<file path="src/rtl/ysyx_24090018_inst_queue.sv">
// Instruction queue between fetch (IFU) and decode (IDU).
// Circular FIFO of {pc, inst} pairs with valid/ready on both sides and a
// single-cycle synchronous flush for control-flow redirects.
module ysyx_24090018_inst_queue #(
  parameter int ADDR_WIDTH = 32,
  parameter int DATA_WIDTH = 32,
  parameter int DEPTH      = 4
) (
  input  logic                       clk,
  input  logic                       rst_n,
  input  logic                       flush,
  input  logic                       in_valid,
  output logic                       in_ready,
  input  logic [ADDR_WIDTH-1:0]      in_pc,
  input  logic [DATA_WIDTH-1:0]      in_inst,
  output logic                       out_valid,
  input  logic                       out_ready,
  output logic [ADDR_WIDTH-1:0]      out_pc,
  output logic [DATA_WIDTH-1:0]      out_inst,
  output logic [$clog2(DEPTH):0]     count
);

  localparam int IW = $clog2(DEPTH);
  localparam int PW = IW + 1;
  localparam logic [PW-1:0] DEPTH_P = PW'(DEPTH);

  // Storage is intentionally left unreset; only the pointers define validity.
  logic [ADDR_WIDTH-1:0] mem_pc   [DEPTH];
  logic [DATA_WIDTH-1:0] mem_inst [DEPTH];

  // Pointers carry an extra wrap bit so full and empty are distinguishable.
  logic [PW-1:0] rd_ptr;
  logic [PW-1:0] wr_ptr;
  logic [IW-1:0] rd_idx;
  logic [IW-1:0] wr_idx;
  logic          empty;
  logic          full;
  logic          push;
  logic          pop;

  assign rd_idx = rd_ptr[IW-1:0];
  assign wr_idx = wr_ptr[IW-1:0];

  // Status, handshakes and head-entry presentation (no bypass from in_*).
  always_comb begin
    empty     = (rd_ptr == wr_ptr);
    full      = (rd_idx == wr_idx) && (rd_ptr[IW] != wr_ptr[IW]);
    count     = wr_ptr - rd_ptr;
    in_ready  = !full;
    out_valid = !empty;
    push      = in_valid && in_ready && !flush;
    pop       = out_valid && out_ready && !flush;
    out_pc    = '0;
    out_inst  = '0;
    if (out_valid) begin
      out_pc   = mem_pc[rd_idx];
      out_inst = mem_inst[rd_idx];
    end
  end

  // Pointer update; flush wins over any push/pop presented in the same cycle.
  always_ff @(posedge clk or negedge rst_n) begin
    if (!rst_n) begin
      rd_ptr <= '0;
      wr_ptr <= '0;
    end else if (flush) begin
      rd_ptr <= '0;
      wr_ptr <= '0;
    end else begin
      if (push) wr_ptr <= wr_ptr + PW'(1);
      if (pop)  rd_ptr <= rd_ptr + PW'(1);
    end
  end

  // Entry write at the tail.
  always_ff @(posedge clk) begin
    if (push) begin
      mem_pc[wr_idx]   <= in_pc;
      mem_inst[wr_idx] <= in_inst;
    end
  end

`ifndef SYNTHESIS
  logic                  prev_stall;
  logic [ADDR_WIDTH-1:0] prev_pc;
  logic [DATA_WIDTH-1:0] prev_inst;

  // Remember whether the producer was held off in the previous cycle.
  always_ff @(posedge clk or negedge rst_n) begin
    if (!rst_n) prev_stall <= 1'b0;
    else        prev_stall <= in_valid && !in_ready && !flush;
  end

  // Capture the stalled payload for the stability check.
  always_ff @(posedge clk) begin
    prev_pc   <= in_pc;
    prev_inst <= in_inst;
  end

  // A stalled producer must keep its payload steady while it stays valid.
  always_ff @(posedge clk) begin
    if (rst_n && prev_stall && in_valid)
      assert (in_pc == prev_pc && in_inst == prev_inst);
  end

  // Occupancy can never exceed the number of entries.
  always_ff @(posedge clk) begin
    if (rst_n) assert (count <= DEPTH_P);
  end
`endif

endmodule

</file>
<file path="config.mk">
export PLATFORM = sky130hd
export DESIGN_NAME = ysyx_24090018_inst_queue
export DESIGN_NICKNAME = d
export VERILOG_FILES = /design/src/rtl/ysyx_24090018_inst_queue.sv
export SDC_FILE = /design/constraint.sdc
export NUM_CORES = 1
export LEC_CHECK = 0
export ABC_AREA = 1
export BUFFER_PORTS_ARGS = -buffer_cell sky130_fd_sc_hd__buf_2
export CAP_MARGIN = 20
export CELL_PAD_IN_SITES_DETAIL_PLACEMENT = 1
export CELL_PAD_IN_SITES_GLOBAL_PLACEMENT = 1
export CORE_UTILIZATION = 30
export CTS_BUF_LIST = sky130_fd_sc_hd__clkbuf_8
export CTS_CLUSTER_DIAMETER = 50
export CTS_CLUSTER_SIZE = 12
export DETAILED_ROUTE_END_ITERATION = 8
export PLACE_DENSITY_LB_ADDON = 0.1
export SKIP_LAST_GASP = 1
export SLEW_MARGIN = 5
export SYNTH_ARGS = -nofsm -noshare
export SYNTH_HDL_FRONTEND = slang
export SYNTH_SLANG_ARGS = --single-unit
</file>
<file path="constraint.sdc">
create_clock -name clk -period 4.6 [get_ports clk]
set_input_delay 0.69 -clock clk [delete_from_list [all_inputs] [get_ports clk]]
set_output_delay 0.69 -clock clk [all_outputs]
set_load 0.05 [all_outputs]
</file>
==> Word-level counts from Yosys, hierarchy flattened <==
Memory sizes are Yosys's and may differ from the RTL's.
Index checks and enable logic that the tools add are counted.
{ "op_classes": {"addsub": 3, "n_eq_ne": 3, "mux": 8, "reduce_logical": 10} }
{ "ops": {"columns": ["op", "n"], "rows": [
  ["2-to-1 mux 32 bit", 2],
  ["2-to-1 mux 3 bit", 4],
  ["adder 3 x 1 -> 3 bit (second input constant)", 2],
  ["logical AND 1 bit", 5],
  ["nonzero test 2 bit", 2],
  ["== test 3 bit", 1],
  ["logical NOT 1 bit", 3],
  ["subtractor 3 bit", 1],
  ["== test 2 bit", 1],
  ["2-to-1 mux 1 bit", 2],
  ["inequality test 1 bit", 1]
]} }
{ "totals": {"ff_bits": 6, "mem_bits_rw": 256, "out_inout_bits": 69, "wordCells": 28, "memories": 2} }
{ "memory_table": {"columns": ["memory", "words", "word_bits", "read_ports", "rd_ports_with_merged_regs", "write_ports", "line_no", "source"], "rows": [
  ["mem_inst", 4, 32, 1, 0, 1, "29", "logic [DATA_WIDTH-1:0] mem_inst [DEPTH];"],
  ["mem_pc", 4, 32, 1, 0, 1, "28", "logic [ADDR_WIDTH-1:0] mem_pc [DEPTH];"]
]} }

==> Depth between registers and ports, before layout <==
Gate-level depths: netlist (run 1).
{ "depth": {"word_depth": 7, "mapped_depth": 9, "mapped_depth_nobuf": 8} }

==> Worst setup path after synthesis (run 1) <==
No wires, ideal clock.
{ "synth_timing": {"path_kind": "register to register", "start": "reg rd_ptr[1]", "end": "mem mem_inst[0][0] (enable)", "t_arrival_ps": 4559, "required_time_ps": 4113, "setup_slack_ps": -446, "stages_incl_launch_ff": 9, "path_cell_list": "dfrtp_1 > inv_1 > clkbuf_1 > ha_1 > nand2_1 > inv_1 > nand3_1 > nand3_1 > nor2_1"} }
{ "synth_between": {"elab_chain_cells": 7} }
{ "synth_rtl": {"columns": ["element", "line_no", "source"], "rows": [
  ["start: declaration", "32", "logic [PW-1:0] rd_ptr;"],
  ["start signal: assignment", "71", "if (pop) rd_ptr <= rd_ptr + PW'(1);"],
  ["== test 2 bit", "47", "full = (rd_idx == wr_idx) && (rd_ptr[IW] != wr_ptr[IW]);"],
  ["logical AND 1 bit", "47", null],
  ["logical NOT 1 bit", "49", "in_ready = !full;"],
  ["net in_ready", "13", "output logic in_ready,"],
  ["logical AND 1 bit (2 in a row)", "51", "push = in_valid && in_ready && !flush;"],
  ["2-to-1 mux 1 bit", "77", "if (push) begin"],
  ["2-to-1 mux 1 bit (not written as such)", "79", "mem_inst[wr_idx] <= in_inst;"],
  ["end: declaration", "29", null]
]} }
The timed path passes the listed nets, and every way through them passes these cells.

==> Worst setup path in the final report (run 1) <==
{ "layout_timing": {"start": "reg wr_ptr[0]", "end": "out out_inst[13]"} }
{ "layout_between": {"elab_chain_cells": 2} }
{ "layout_rtl": {"columns": ["element", "line_no", "source"], "rows": [
  ["start: declaration", "33", "logic [PW-1:0] wr_ptr;"],
  ["start signal: assignment", "70", "if (push) wr_ptr <= wr_ptr + PW'(1);"],
  ["== test 3 bit", "46", "empty = (rd_ptr == wr_ptr);"],
  ["2-to-1 mux 32 bit", "55", "if (out_valid) begin"],
  ["end: declaration", "19", "output logic [DATA_WIDTH-1:0] out_inst,"]
]} }
Every way passes these cells.

==> impl_metrics.json, run 1 <==
{
  "status": "complete, no violations",
  "antenna_found_initial": 4,
  "drive_above_1_share": 0.214,
  "crit_type": "flop to output port",
  "drc_errors": 0,
  "place_congestion": 0.720,
  "async_flop_share": 0.0229,
  "synth_edf_count": 256,
  "hold-path-cell-count": 1,
  "ctsResizeCount": 0,
  "tightest_slew_ns": 0.973,
  "place_area_sq_um": 11600,
  "crit_arrival_ns": 2.73,
  "cp-end-kind": "output port",
  "p_sw_frac": 0.352,
  "fin_nets": 1040,
  "grt_pass1_vias": 7057,
  "clock_skew_ns": 0.0102,
  "overflow": 0,
  "maxCapViolCount": 0,
  "worstPathMaxFanout": 19,
  "final-seq-area_sq_um": 7840,
  "hold_end": "mem_pc[0][18]",
  "fin_crit_sh": 0.744,
  "met3_length_mm": 1.45,
  "reg2reg_from": "rd_ptr[0]",
  "grt_usage": 0.155,
  "syn2layout_area_growth_pct": 17.7,
  "clock_sinks": 262,
  "setup_viol": 0,
  "power_frac_comb": 0.256,
  "drt_iter0_markers": 264,
  "io_pins": 138,
  "hold_viol_final": 0,
  "leakagePower_uw": 0.00445,
  "first_pass_iters": 4,
  "coreArea_sq_um": 33900,
  "cp-start-kind": "flop",
  "internal_power_uw": 3900,
  "cts_buffers": 34,
  "ys_ff_latch": 262,
  "die_w_microns": 188,
  "vias_per_cell": 4.70,
  "ff2ff_path_depth": 7,
  "grt_pass1_wl_mm": 41.9,
  "regToRegEndpoint": "mem_pc[3][5]",
  "drt-met1-wl_mm": 12.1,
  "hold_start": "in_pc[18]",
  "wl_per_cell_microns": 18.8,
  "finalSetupTns_ns": 0,
  "p_total_uw": 6010,
  "grt_max_degree": 71,
  "p_seq_frac": 0.449,
  "postLayoutCellArea_sq_um": 12300,
  "peakVddDrop_mv": 0.214,
  "place.port_buffers": 137,
  "ys_types": 20,
  "syn_nets": 900,
  "utilization": 0.362,
  "post_cts_buffers": 0,
  "highest_layer": "met5",
  "period_minus_slack_ns": 3.42,
  "pwr_density_cell_nw_per_um2": 491,
  "ys_seq_area_frac": 0.753,
  "layout_commonest_cell": "nor2_1",
  "layout_common_cells": "nor2_1, edfxtp_1, buf_2",
  "initial_core_util": 0.307,
  "dieArea_sq_um": 35500,
  "switchingPower_uw": 2110,
  "tritoncts": "yes",
  "fp-row-count": 67,
  "postCtsHoldBufs": 1,
  "ys.flop_type": "edfxtp_1",
  "multi_input_area_sq_um": 2250,
  "synth.cell_area_sq_um": 10400,
  "max_slew_margin": 0.352,
  "finalMaxSlewViolations": 0,
  "hp-class": "primary input to flop",
  "worstSkewPairLatency_ns": 0.52,
  "max_freq_ghz": 0.292,
  "finalWirelength_mm": 27.0,
  "h-tree-depth": 2,
  "rsz0062_at_grt": "no",
  "hpwl_mm": 14.6,
  "synthCells": 823,
  "die_y_microns": 188,
  "cts.path.max_buffers": 3,
  "syn_area_per_cell_sq_um": 12.7,
  "vias": 6742,
  "fillers": 3750,
  "clk_pin_slew_ns": 0.08,
  "wl_met2_mm": 13.0,
  "pwr-share-clk": 0.295,
  "rrSetupSlack_ns": 1.80,
  "root_buffer": "clkbuf_8",
  "ys.warnings.count": 0,
  "postRouteAntennaNets": 0,
  "dp_cells": 1374,
  "final_cell_count_no_fill": 1435,
  "cp.required_ns": 3.91
}
## synth_stat cells (7+ instances only)
cell / n / share of area
nor2_1: 262 / 0.094
edfxtp_1: 256 / 0.74
o21ai_0: 122 / 0.059
a21oi_1: 64 / 0.031
nand2_1: 18 / 0.0065
clkbuf_1: 16 / 0.0058
inv_1: 14 / 0.0050
buf_2: 11 / 0.0053
buf_4: 11 / 0.0079
buf_6: 8 / 0.0087
nand3_1: 8 / 0.0038
ha_1: 7 / 0.0084
## power groups by stage
stage / Combinational (uW) / Clock [uW] / Sequential [uW]
finish: 1540 / 1770 / 2700
global route: 1670 / 1940 / 2710
CTS: 1580 / 1850 / 2700
detailed placement: 1570 / 0 / 2750
global placement: 1570 / 0 / 2750
floorplan: 1150 / 0 / 2760
## kinds of logic after synthesis
| group | after synthesis | share of synthesized area |
|---|---|---|
| AO/OA/AOI/OAI | 192 | 0.0923 |
| AND/OR/NAND/NOR | 295 | 0.109 |
| adder cells (fa/ha/maj) | 8 | 0.0103 |
| flip-flops | 262 | 0.753 |
| XOR/XNOR | 1 | 0.000841 |
| buffers and inverters | 65 | 0.0345 |
## worst max-delay path by stage
stage	start	cells after the start	slack (ns)	endpoint
floorplan	rd_ptr[1]	8	-0.45	mem_inst[0][0]
global placement	rd_ptr[0]	5	1.67	out_inst[2]
detailed placement	rd_ptr[0]	5	1.66	out_inst[2]
CTS	rd_ptr[0]	5	1.08	out_inst[2]
global route	rd_ptr[0]	5	0.95	out_inst[14]
finish	wr_ptr[0]	9	1.18	out_inst[13]
## metal layers
metal  track usage  up-vias
li1              -     3187
met1         0.197     3377
met2         0.266      130
met3        0.0386       42
met4        0.0341        6
met5             0        -
## layout make-up
cell class                      count  share of cell area
Antenna cell                        1            0.000204
Clock buffer                       35              0.0393
Clock inverter                     24              0.0162
Inverter                           16             0.00500
Multi-Input combinational cell    496               0.183
Sequential cell                   262               0.640
Tap cell                          448              0.0458
Timing Repair Buffer              153              0.0701
## worst max-delay path, stage by stage, from the launching register on
cell and delay [ns]:
dfrtp_1 0.40, inv_1 0.11, ha_1 0.32, nand2_1 0.06
inv_1 0.08, nand3_2 0.13, inv_2 0.44, buf_4 0.35
a21oi_1 0.08, buf_2 0.22
## stage by stage
| step | hold WS, ns | worst slack, ns |
|---|---|---|
| finish | 0.374 | 1.18 |
| global route | 0.344 | 0.950 |
| detailed placement | 0.537 | 1.66 |
| floorplan | 0.394 | -0.446 |
| CTS | 0.335 | 1.08 |
| global placement | 0.540 | 1.67 |
## sequential cells by signal, summed over array words and instances, names as in the netlist
signal and cells:
mem_inst 128, mem_pc 128, rd_ptr 3, wr_ptr 3
Power figures use the tool's default switching activity.
==> run 2, diff against run 1 <==
Clock period 4.6 ns to 3.05 ns, I/O delays scaled along.
==> impl_metrics.json, run 2 (same netlist as run 1, synthesis figures left out) <==
{
  "finalMaxSlewViolations": 0,
  "overflow": 0,
  "fin_crit_sh": 0.940,
  "clk_pin_slew_ns": 0.07,
  "layout_commonest_cell": "nor2_1",
  "setup_viol": 0,
  "place.port_buffers": 137,
  "cts.path.max_buffers": 3,
  "syn2layout_area_growth_pct": 19.4,
  "cp.required_ns": 2.59,
  "grt_usage": 0.155,
  "antenna_found_initial": 4,
  "drc_errors": 0,
  "io_pins": 138,
  "cp-end-kind": "output port",
  "clock_sinks": 262,
  "peakVddDrop_mv": 0.333,
  "coreArea_sq_um": 33900,
  "grt_max_degree": 67,
  "grt_pass1_vias": 6989,
  "utilization": 0.367,
  "tritoncts": "yes",
  "p_total_uw": 9250,
  "hold_viol_final": 0,
  "clock_skew_ns": 0.0185,
  "fillers": 3697,
  "leakagePower_uw": 0.00450,
  "cp-start-kind": "flop",
  "ff2ff_path_depth": 8,
  "top_regs": "mem_inst: 128 flops, mem_pc: 128 flops",
  "root_buffer": "clkbuf_8",
  "cts_buffers": 35,
  "status": "complete, no violations",
  "worstPathMaxFanout": 24,
  "vias": 6650,
  "layout_common_cells": "nor2_1, edfxtp_1, buf_2",
  "dp_cells": 1376,
  "fin_nets": 1043,
  "drive_above_1_share": 0.223,
  "max_slew_margin": 0.562,
  "finalWirelength_mm": 27.1,
  "max_freq_ghz": 0.349,
  "initial_core_util": 0.307,
  "pwr_density_cell_nw_per_um2": 744,
  "place_congestion": 0.725,
  "hp-class": "primary input to flop",
  "dieArea_sq_um": 35500,
  "regToRegEndpoint": "mem_pc[3][10]",
  "grt_pass1_wl_mm": 41.9,
  "hold_ws_ns": 0.152,
  "multi_input_area_sq_um": 2270,
  "hold_end": "mem_pc[1][29]",
  "final-seq-area_sq_um": 7840,
  "hpwl_mm": 15.3,
  "final_cell_count_no_fill": 1441,
  "hold-path-cell-count": 1,
  "reg2reg_from": "wr_ptr[0]",
  "crit_type": "flop to output port",
  "rsz0062_at_grt": "yes",
  "first_pass_iters": 4,
  "h-tree-depth": 2,
  "maxCapViolCount": 0,
  "die_w_microns": 188,
  "period_minus_slack_ns": 2.87,
  "hold_start": "in_pc[29]",
  "fp-row-count": 67,
  "postRouteAntennaNets": 0,
  "vias_per_cell": 4.61,
  "drt_iter0_markers": 248,
  "die_y_microns": 188,
  "wl_per_cell_microns": 18.8,
  "worstSkewPairLatency_ns": 0.52,
  "crit_path_start": "wr_ptr[0]",
  "crit_arrival_ns": 2.41,
  "tightest_slew_ns": 0.657,
  "rrSetupSlack_ns": 0.71
}
run 2: cell count changes in the layout (fill, tap and decap cells not counted), sizes merged:
| cell | previous run | this run |
|---|---|---|
| bufinv | 3 | 4 |
| buf | 152 | 147 |
| diode | 1 | 3 |
| clkinvlp | 2 | 5 |
| clkinv | 13 | 9 |
| clkbuf | 35 | 44 |
run 2: worst max-delay path by stage:
stage | endpoint | slack [ns] | cells after the start
3_3_place_gp | out_inst[16] | 0.61 | 6
3_5_place_dp | out_inst[16] | 0.58 | 9
2_1_floorplan | mem_inst[0][0] | 0.06 | 8
5_1_grt | out_inst[19] | -0.02 | 9
6_report | out_inst[14] | 0.18 | 9
4_1_cts | out_inst[16] | 0.006 | 9
run 2: per-layer routing:
metal,track usage,part of all wire,routed length (microns),up-vias
met5,0,0.00037,10,-
met4,0.0406,0.017,460,2
met3,0.0296,0.039,1060,40
met2,0.261,0.48,12900,126
met1,0.206,0.47,12700,3281
li1,-,-,-,3201
run 2: what timing repair did:
action	in CTS	in global routing
hold buffers	1	0
resized for setup	0	18
endpoints found under the setup margin	0	64
endpoints found under the hold margin	6	0
setup buffers	0	0
run 2: critical path, stage by stage (launching register included):
cell and delay (ns):
dfrtp_1 0.42, inv_1 0.14, ha_1 0.26, nand2_1 0.07, inv_1 0.08, nand3_2 0.12
inv_2 0.07, buf_6 0.19, a21oi_1 0.23, buf_2 0.31
run 2: cell type report:
| cell class | instances | share of cell area |
|---|---|---|
| multi-input combinational | 496 | 0.183 |
| sequential | 262 | 0.631 |
| timing repair buffer | 155 | 0.0767 |
| clock buffer | 37 | 0.0410 |
| antenna | 3 | 0.000604 |
| clock inverter | 24 | 0.0182 |
| tap | 448 | 0.0451 |
| inverter | 16 | 0.00493 |
run 2: per-stage QoR:
step / TNS [ns] / setup WS, ns / cell area [sq um]
3_3_place_gp: 0 / 0.607 / 11600
2_1_floorplan: 0 / 0.0614 / 10500
5_1_grt: -0.0710 / -0.0171 / 12400
4_1_cts: 0 / 0.00618 / 12400
3_5_place_dp: 0 / 0.581 / 11600
6_report: 0 / 0.184 / 12400
run 2: power breakdown:
| part | switching (uW) | internal [uW] |
|---|---|---|
| sequential | 23.8 | 4050 |
| combinational | 1840 | 512 |
| clock | 1340 | 1490 |
==> run 3, diff against run 2 <==
Settings changed: CTS_CLUSTER_DIAMETER 50 to unset, RECOVER_POWER set to 25.
==> impl_metrics.json, run 3 (same netlist as run 1, synthesis figures left out) <==
{
  "cts.path.max_buffers": 3,
  "fp-row-count": 67,
  "pwr-share-clk": 0.305,
  "clock_skew_ns": 0.0261,
  "layout_commonest_cell": "nor2_1",
  "crit_path_start": "rd_ptr[0]",
  "crit_type": "flop to output port",
  "drt_iter0_markers": 299,
  "post_cts_buffers": 0,
  "slowest_stage": "o21ai_0",
  "pwr_density_cell_nw_per_um2": 745,
  "tritoncts": "yes",
  "dp_cells": 1376,
  "dieArea_sq_um": 35500,
  "leakagePower_uw": 0.00449,
  "reg2reg_from": "wr_ptr[0]",
  "max_freq_ghz": 0.347,
  "vias_per_cell": 4.64,
  "wl_per_cell_microns": 18.8,
  "switchingPower_uw": 3240,
  "worstPathMaxFanout": 58,
  "grt_pass1_wl_mm": 42.3,
  "io_pins": 138,
  "top_regs": "mem_inst: 128 flops, mem_pc: 128 flops",
  "final_cell_count_no_fill": 1458,
  "crit_path_end": "out_pc[16]",
  "finalSetupTns_ns": 0,
  "overflow": 0,
  "maxCapViolCount": 0,
  "tightest_slew_ns": 0.914,
  "worstSkewPairLatency_ns": 0.55,
  "clk_pin_slew_ns": 0.05,
  "layout_common_cells": "nor2_1, edfxtp_1, o21ai_0",
  "ff2ff_path_depth": 8,
  "clock_sinks": 262,
  "p_total_uw": 9270,
  "postLayoutCellArea_sq_um": 12400,
  "coreArea_sq_um": 33900,
  "cp-start-kind": "flop",
  "grt_usage": 0.157,
  "hp-class": "primary input to flop",
  "grt_pass1_vias": 7105,
  "fin_crit_sh": 0.944,
  "p_seq_frac": 0.440,
  "die_w_microns": 188,
  "h-tree-depth": 2,
  "regToRegEndpoint": "mem_pc[3][9]",
  "setup_viol": 0,
  "die_y_microns": 188,
  "crit_chain": "clkinv_2, buf_12, o21ai_0, a21oi_1, buf_2",
  "drive_above_1_share": 0.179,
  "first_pass_iters": 4,
  "rrSetupSlack_ns": 0.69,
  "status": "complete, no violations",
  "initial_core_util": 0.307,
  "finalMaxSlewViolations": 0,
  "hpwl_mm": 15.3,
  "rsz0062_at_grt": "yes",
  "drc_errors": 0,
  "place.port_buffers": 137,
  "peakVddDrop_mv": 0.359,
  "cp.required_ns": 2.59,
  "hold_viol_final": 0,
  "internal_power_uw": 6030,
  "place_congestion": 0.725,
  "finalWirelength_mm": 27.4,
  "fin_nets": 1056,
  "cp-end-kind": "output port",
  "cts_buffers": 48,
  "period_minus_slack_ns": 2.88,
  "postRouteAntennaNets": 0,
  "grt_max_degree": 67,
  "p_sw_frac": 0.349,
  "vias": 6765,
  "max_slew_margin": 0.391,
  "root_buffer": "clkbuf_8",
  "cp_slowest_stage_delay_ns": 0.48,
  "crit_arrival_ns": 2.42,
  "place_area_sq_um": 11600,
  "antenna_found_initial": 4,
  "syn2layout_area_growth_pct": 19.5,
  "power_frac_comb": 0.254
}
## run 3: changes by cell type in the layout (fill, tap and decap cells not counted), moves of 5 or more
cell,previous run,this run
inv_1,19,34
buf_4,6,13
clkbuf_8,37,49
clkinvlp_4,5,0
clkbuf_1,0,39
buf_2,129,88
## run 3: worst max-delay path, delay by kind of cell (launching register included)
kind / cells / cell delay, ns
compound gates: 2 / 0.61
buf+inv: 3 / 0.81
flops: 1 / 0.44
## run 3: stage by stage
step	hold slack, ns	worst slack [ns]	util
floorplan	0.162	0.0614	-
global placement	0.308	0.607	0.343
detailed placement	0.314	0.581	0.343
CTS	0.0765	0.00439	0.367
global route	0.113	-0.0540	0.367
finish	0.146	0.170	0.367
## run 3: area by class of cell
type,count,area [sq um]
fillers,3725,21400
flip-flops and latches,262,7840
multi-input cells,496,2270
repair buffers,155,910
clock buffers,49,674
well taps,448,561
clock inverters,29,111
inverters,16,61.3
diodes,3,7.51
## run 3: worst min path at each step
stage / cells past startpoint / endpoint / from
final: 1 / mem_inst[2][2] / in_inst[2]
after global routing: 1 / mem_pc[3][0] / in_pc[0]
after CTS: 1 / mem_inst[0][4] / in_inst[4]
after detailed placement: 1 / rd_ptr[0] / rst_n
after global placement: 1 / rd_ptr[0] / rst_n
after floorplan: 0 / rd_ptr[0] / rst_n
## run 3: repair_timing
item | 4_1_cts | 5_1_grt
endpoints found under the hold margin | 6 | 0
setup endpoints to repair | 9 | 64
resized for setup | 4 | 20
cloned | 0 | 0
hold buffers | 1 | 0
## run 3: per-layer routing
metal	GRT usage	wire [microns]	vias to the layer above
li1	-	-	3231
met1	0.206	12500	3333
met2	0.261	13100	153
met3	0.0337	1240	46
met4	0.0450	547	2
met5	0	10	-
## run 3: power by group through the flow
stage               Sequential [uW]  Clock [uW]  Combinational (uW)
global placement               4150           0                2350
finish                         4080        2830                2360
global route                   4090        3110                2560
detailed placement             4150           0                2360
CTS                            4080        2960                2380
floorplan                      4150           0                1750
